--- config.mk ---
export PLATFORM = sky130hd
export DESIGN_NAME = joypad_multi_port_flat
export DESIGN_NICKNAME = d
export VERILOG_FILES = /design/src/rtl/joypad_multi_port_if.sv /design/src/rtl/joypad_multi_port.sv /design/src/flat_wrapper.sv
export SDC_FILE = /design/constraint.sdc
export NUM_CORES = 1
export LEC_CHECK = 0
export ABC_CLOCK_PERIOD_IN_PS = 2000
export CORE_ASPECT_RATIO = 0.8
export CORE_UTILIZATION = 57
export DETAILED_ROUTE_END_ITERATION = 8
export DONT_BUFFER_PORTS = 1
export GPL_TIMING_DRIVEN = 0
export HOLD_SLACK_MARGIN = 0.03
export PLACE_DENSITY = 0.75
export SLEW_MARGIN = 5
export SYNTH_ARGS = -nofsm -noshare
export SYNTH_HDL_FRONTEND = slang
export SYNTH_SLANG_ARGS = --single-unit
--- constraint.sdc ---
create_clock -name clk -period 2 [get_ports clk]
set_clock_uncertainty 0.15 [all_clocks]
set_input_delay 0.6 -clock clk [delete_from_list [all_inputs] [get_ports clk]]
set_output_delay 0.6 -clock clk [all_outputs]
set_load 0.005 [all_outputs]
--- src/rtl/joypad_multi_port_if.sv ---
// ---------------------------------------------------------------------------
// joypad_multi_port_if
// Bundles the pad-side signals of the multi-pad NES controller port.
//   master : NES core / host side (drives strobe, read clocks and button
//            sources; receives serial data and status)
//   slave  : the controller port itself
// Signals
//   strobe      NES latch, high = continuous reload of every pad
//   pad_clk     per-pad read clock, shifts on its falling edge
//   btn_in      pressed buttons, pad p at [p*BTN_BITS +: BTN_BITS]
//   turbo_in    per-button autofire request
//   override    host/loader buttons, ORed in unconditionally
//   pad_data    current serial bit per pad
//   reads_done  BTN_BITS shifts seen since the last strobe, per pad
//   turbo_phase current autofire phase per pad
// ---------------------------------------------------------------------------
interface joypad_multi_port_if #(
   parameter int NUM_PADS = 2,
   parameter int BTN_BITS = 8
);
   logic                         strobe;
   logic [NUM_PADS-1:0]          pad_clk;
   logic [NUM_PADS*BTN_BITS-1:0] btn_in;
   logic [NUM_PADS*BTN_BITS-1:0] turbo_in;
   logic [NUM_PADS*BTN_BITS-1:0] override;
   logic [NUM_PADS-1:0]          pad_data;
   logic [NUM_PADS-1:0]          reads_done;
   logic [NUM_PADS-1:0]          turbo_phase;

   modport master (
      output strobe, pad_clk, btn_in, turbo_in, override,
      input  pad_data, reads_done, turbo_phase
   );

   modport slave (
      input  strobe, pad_clk, btn_in, turbo_in, override,
      output pad_data, reads_done, turbo_phase
   );
endinterface

--- src/rtl/joypad_multi_port.sv ---
// ---------------------------------------------------------------------------
// joypad_multi_port
// Generalised NES controller port serving NUM_PADS independent serial pads.
// Each pad has a strobe-latched shift register, per-button autofire and a
// host override OR.
// Ports
//   clk    system clock
//   reset  synchronous, active-high
//   bus    joypad_multi_port_if.slave (strobe, pad_clk, button sources in;
//          pad_data, reads_done, turbo_phase out)
// ---------------------------------------------------------------------------
module joypad_multi_port #(
   parameter int   NUM_PADS   = 2,
   parameter int   BTN_BITS   = 8,
   parameter int   FREQ       = 25_000_000,
   parameter int   TURBO_HZ   = 15,
   parameter logic SHIFT_FILL = 1'b1
) (
   input logic                   clk,
   input logic                   reset,
   joypad_multi_port_if.slave    bus
);

   localparam int HALF  = FREQ / (2 * TURBO_HZ);
   localparam int CNT_W = (HALF > 1) ? $clog2(HALF) : 1;
   localparam int BC_W  = $clog2(BTN_BITS + 1);

   // Bit counter saturates at BTN_BITS so reads_done stays asserted on
   // over-reads.
   function automatic logic [BC_W-1:0] sat_inc(input logic [BC_W-1:0] v);
      if (v >= BC_W'(BTN_BITS)) begin
         return v;
      end
      return v + BC_W'(1);
   endfunction

   logic [NUM_PADS-1:0] data_v;
   logic [NUM_PADS-1:0] done_v;
   logic [NUM_PADS-1:0] phase_v;

   for (genvar p = 0; p < NUM_PADS; p++) begin : g_pad
      logic [CNT_W-1:0]    tcnt_q, tcnt_d;
      logic                phase_q, phase_d;
      logic [BTN_BITS-1:0] sreg_q, sreg_d;
      logic [BC_W-1:0]     bcnt_q, bcnt_d;
      logic                last_q;
      logic                data_q, data_d;
      logic                done_q, done_d;
      logic [BTN_BITS-1:0] btn, turbo, ovr, comb;
      logic                any_turbo;
      logic                fall;

      assign btn       = bus.btn_in  [p*BTN_BITS +: BTN_BITS];
      assign turbo     = bus.turbo_in[p*BTN_BITS +: BTN_BITS];
      assign ovr       = bus.override[p*BTN_BITS +: BTN_BITS];
      assign any_turbo = |turbo;
      assign comb      = btn | ovr | (turbo & {BTN_BITS{phase_q}});
      assign fall      = last_q & ~bus.pad_clk[p];

      always_comb begin
         tcnt_d  = tcnt_q;
         phase_d = phase_q;
         sreg_d  = sreg_q;
         bcnt_d  = bcnt_q;
         done_d  = done_q;

         // Idle autofire parks at phase 1 so a fresh press reads as pressed
         // for a full half period.
         if (!any_turbo) begin
            tcnt_d  = '0;
            phase_d = 1'b1;
         end else if (tcnt_q == CNT_W'(HALF - 1)) begin
            tcnt_d  = '0;
            phase_d = ~phase_q;
         end else begin
            tcnt_d  = tcnt_q + CNT_W'(1);
         end

         // Load wins over a coincident falling edge.
         if (bus.strobe) begin
            sreg_d = comb;
            bcnt_d = '0;
            done_d = 1'b0;
         end else if (fall) begin
            sreg_d = {SHIFT_FILL, sreg_q[BTN_BITS-1:1]};
            bcnt_d = sat_inc(bcnt_q);
            done_d = (sat_inc(bcnt_q) == BC_W'(BTN_BITS));
         end

         data_d = sreg_d[0];
      end

      always_ff @(posedge clk) begin
         if (reset) begin
            tcnt_q  <= '0;
            phase_q <= 1'b1;
            sreg_q  <= '0;
            bcnt_q  <= '0;
            last_q  <= 1'b0;
            data_q  <= 1'b0;
            done_q  <= 1'b0;
         end else begin
            tcnt_q  <= tcnt_d;
            phase_q <= phase_d;
            sreg_q  <= sreg_d;
            bcnt_q  <= bcnt_d;
            last_q  <= bus.pad_clk[p];
            data_q  <= data_d;
            done_q  <= done_d;
         end
      end

      assign data_v[p]  = data_q;
      assign done_v[p]  = done_q;
      assign phase_v[p] = phase_q;
   end

   assign bus.pad_data    = data_v;
   assign bus.reads_done  = done_v;
   assign bus.turbo_phase = phase_v;

endmodule

--- src/flat_wrapper.sv ---
// flat-port wrapper written by rule: the top's interface ports become plain ports
module joypad_multi_port_flat 
#(
   parameter int   NUM_PADS   = 2,
   parameter int   BTN_BITS   = 8,
   parameter int   FREQ       = 25_000_000,
   parameter int   TURBO_HZ   = 15,
   parameter logic SHIFT_FILL = 1'b1
)
  (clk, reset, bus_strobe, bus_pad_clk, bus_btn_in, bus_turbo_in, bus_override, bus_pad_data, bus_reads_done, bus_turbo_phase);
  joypad_multi_port_if #(.NUM_PADS(NUM_PADS), .BTN_BITS(BTN_BITS)) bus_i ();
  input logic clk;
  input logic reset;
  input wire logic [$bits(bus_i.strobe)-1:0] bus_strobe;
  input wire logic [$bits(bus_i.pad_clk)-1:0] bus_pad_clk;
  input wire logic [$bits(bus_i.btn_in)-1:0] bus_btn_in;
  input wire logic [$bits(bus_i.turbo_in)-1:0] bus_turbo_in;
  input wire logic [$bits(bus_i.override)-1:0] bus_override;
  output wire logic [$bits(bus_i.pad_data)-1:0] bus_pad_data;
  output wire logic [$bits(bus_i.reads_done)-1:0] bus_reads_done;
  output wire logic [$bits(bus_i.turbo_phase)-1:0] bus_turbo_phase;
  assign bus_i.strobe = bus_strobe;
  assign bus_i.pad_clk = bus_pad_clk;
  assign bus_i.btn_in = bus_btn_in;
  assign bus_i.turbo_in = bus_turbo_in;
  assign bus_i.override = bus_override;
  assign bus_pad_data = bus_i.pad_data;
  assign bus_reads_done = bus_i.reads_done;
  assign bus_turbo_phase = bus_i.turbo_phase;
  joypad_multi_port #(.NUM_PADS(NUM_PADS), .BTN_BITS(BTN_BITS), .FREQ(FREQ), .TURBO_HZ(TURBO_HZ), .SHIFT_FILL(SHIFT_FILL)) u_core (.clk(clk), .reset(reset), .bus(bus_i));
endmodule
==> flow_metrics.tcl <==
set metrics [dict create \
    status "completed" \
    yosys_warnings 0 \
    syn_avg_cell_area_um2 8.60 \
    setup_violations 0 \
    power_density_mw_per_mm2 719 \
    synth_flop_cell "dfxtp_1" \
    endpoint_kind "flop" \
    synth_seq_cells 70 \
    max_slew.worst_pin.slew_ns 0.644 \
    maxCapViolCount 0 \
    root_buffer "clkbuf_8" \
    start_kind "flop" \
    cts.sinks 70 \
    postRouteAntennaNets 0 \
    numCtsBuffers 9 \
    power_switching_share 0.228 \
    first_global_vias 2539 \
    synthArstFlopShare 0 \
    grt_max_degree 12 \
    die_area_mm2 0.00621 \
    path_clk_slew_ns 0.07 \
    nNetsFinal 470 \
    report.final.hold_viol_count 0 \
    internal_power_uw 2130 \
    io_buffers 0 \
    core-area_mm2 0.00556 \
    seqPwrFrac 0.532 \
    crit_path_max_incr_delay_ns 0.54 \
    relSlewSlack 0.559 \
    die_h_um 70.7 \
    first_pass_iters 4 \
    gp_congestion 0.830 \
    synthMuxAreaShare 0.00931 \
    min_path_type "in2reg" \
    final_core_util 0.691 \
    die_w_um 87.9 \
    synth-simple-area-share 0.275 \
    cp.arrival_ns 2.07 \
    viasPerCell 5.70 \
    period_share 0.991 \
    drt_iter0_drc 120 \
    synth_top_family_by_area "simple AND/OR/NAND/NOR gates" \
    syn_area_mm2 0.00336 \
    cts.path.max_buffers 2 \
    p_leak_uw 0.00124 \
    cts_htree_levels 3 \
    cp_max_fo 3 \
    grt_pass1_wl_um 11300 \
    cts_tree "yes" \
    p_clk_frac 0.416 \
    rows 24 \
    cpMaxStageDelayCell "or4b_1" \
    antenna_found_initial 0 \
    synth_xor_area_frac 0.0886 \
    hold_buffers 0 \
    cp_cell_sequence "or4b_1, or3_4, nor2_4, mux2_2" \
    dpl.hpwl_um 5070 \
    track_usage 0.237 \
    initial_core_util 0.605 \
    fillers 452 \
    final_max_slew_viol_count 0 \
    fin_tns_setup_ns 0 \
    p_sw_uw 629 \
    post-route-drc-count 0 \
    synth-edff-count 0 \
    postSynthCellCount 391 \
    drive_above_1_share 0.152 \
    fin_crit_ns 1.98 \
    wl_per_cell_um 14.6 \
    clock_latency_ns 0.35 \
    area_growth_pct 14.2 \
    critPathKind "reg2reg" \
    ir_drop_v 0.000489 \
    cp.required_ns 2.09 \
    synth_compound_area_frac 0.127 \
    synth_nets 452 \
    io_pins 59 \
    diodes 0 \
    ys_seq_area_frac 0.417 \
    synthAdderAreaFrac 0.0298 \
    synthDistinctLibCells 41 \
    vias 2804 \
    fmax_mhz 504 \
    overflow 0 \
    combinationalPowerShare 0.052 \
    wirelength_um 7210 \
]
## registers in the layout, summed over array words and instances (netlist names)
name                  flops
u_core.g_pad.tcnt_q      40
u_core.g_pad.data_q       1
u_core.g_pad.last_q       2
u_core.g_pad.phase_q      2
u_core.g_pad.bcnt_q       8
u_core.g_pad.done_q       2
u_core.g_pad.sreg_q      15
## logic make-up (layout without fill, tap and decap cells)
kind of cell	count (synthesis)	in the layout
flops	70	70
fa+ha+maj	8	8
mux	3	3
compound gates	57	57
buf+inv	40	63
xor+xnor	34	34
simple gates	179	179
## metal layers
layer | up-vias | global-route usage | wire length (um)
met3 | 7 | 0.0910 | 392
met1 | 1307 | 0.312 | 3450
met5 | - | 0 | 0
met4 | 0 | 0.0656 | 73
li1 | 1423 | - | -
met2 | 67 | 0.361 | 3290
## worst paths after layout
kind,startpoint,to,slack [ns],cells after the start
worst max-delay path,u_core.g_pad[0].tcnt_q[7],u_core.g_pad[0].phase_q,0.02,4
worst min-delay path,bus_pad_clk[1],u_core.g_pad[1].last_q,0.23,1
worst max register to register,u_core.g_pad[0].tcnt_q[7],u_core.g_pad[0].phase_q,0.02,4
worst min register to register,u_core.g_pad[0].done_q,u_core.g_pad[0].done_q,0.31,2
## layout by cell type (no fill, tap or decap), drive strengths merged, types with 13 or more instances in the layout
| cell type | netlist | layout |
|---|---|---|
| inv | 18 | 18 |
| a2111oi | 16 | 16 |
| xnor2 | 25 | 25 |
| dfxtp | 70 | 70 |
| a311oi | 14 | 14 |
| buf | 11 | 18 |
| a21oi | 14 | 14 |
| nand3 | 16 | 16 |
| nor3 | 13 | 13 |
| nor2 | 50 | 50 |
| clkbuf | 11 | 23 |
| nand2 | 45 | 45 |
## Yosys cell counts, types with 3 or more instances
| cell | instances | area, um^2 |
|---|---|---|
| a2111oi_0 | 16 | 140 |
| a21oi_1 | 14 | 70.1 |
| a311oi_1 | 14 | 123 |
| buf_2 | 3 | 15.0 |
| buf_4 | 7 | 52.6 |
| clkbuf_1 | 11 | 41.3 |
| dfxtp_1 | 70 | 1400 |
| ha_1 | 8 | 100 |
| inv_1 | 18 | 67.6 |
| nand2_1 | 45 | 169 |
| nand2b_1 | 6 | 37.5 |
| nand3_1 | 14 | 70.1 |
| nand4_1 | 8 | 50.1 |
| nor2_1 | 50 | 188 |
| nor2b_1 | 7 | 43.8 |
| nor3_1 | 13 | 65.1 |
| nor4_1 | 10 | 62.6 |
| o21ai_0 | 7 | 35.0 |
| or3_1 | 5 | 31.3 |
| or4_1 | 3 | 22.5 |
| or4b_1 | 3 | 30.0 |
| xnor2_1 | 25 | 219 |
| xor2_1 | 9 | 78.8 |
## cell type report
class	instances	area (um^2)	area share
multi-input cells	281	1870	0.486
plain buffers	22	123	0.0320
clock inverters	4	45.0	0.0117
repair buffers	7	56.3	0.0147
inverters	18	67.6	0.0176
well taps	78	97.6	0.0254
flip-flops and latches	70	1430	0.372
clock buffers	12	155	0.0404
## critical path, delay by kind of cell, from the launching register on
kind          cells  cell delay, ns
mux               1            0.33
simple gates      3            1.04
flops             1            0.36
## power by group through the flow
| stage | registers (uW) | logic [uW] | clock network [uW] |
|---|---|---|---|
| 3_5_place_dp | 1490 | 135 | 0 |
| 5_1_grt | 1470 | 164 | 1240 |
| 4_1_cts | 1470 | 139 | 1170 |
| 3_3_place_gp | 1490 | 131 | 0 |
| 2_1_floorplan | 1490 | 106 | 0 |
| 6_report | 1470 | 144 | 1150 |
## stage by stage
step	power, uW	instance area, um^2	setup slack [ns]	std cells	hold WS (ns)
detailed placement	1630	3460	-0.139	469	0.305
CTS	2780	3730	0.0108	487	0.213
floorplan	1590	3360	0.0219	391	0.287
finish	2760	3840	0.0171	492	0.226
global route	2870	3840	-0.0401	492	0.215
global placement	1620	3460	-0.0903	469	0.300
## what timing repair did
item,4_1_cts,5_1_grt
endpoints found under the setup margin,15,40
cloned,0,1
buffers inserted,2,4
resized for setup,18,19
pin swaps,2,5
(Power assumes the default switching activity.)
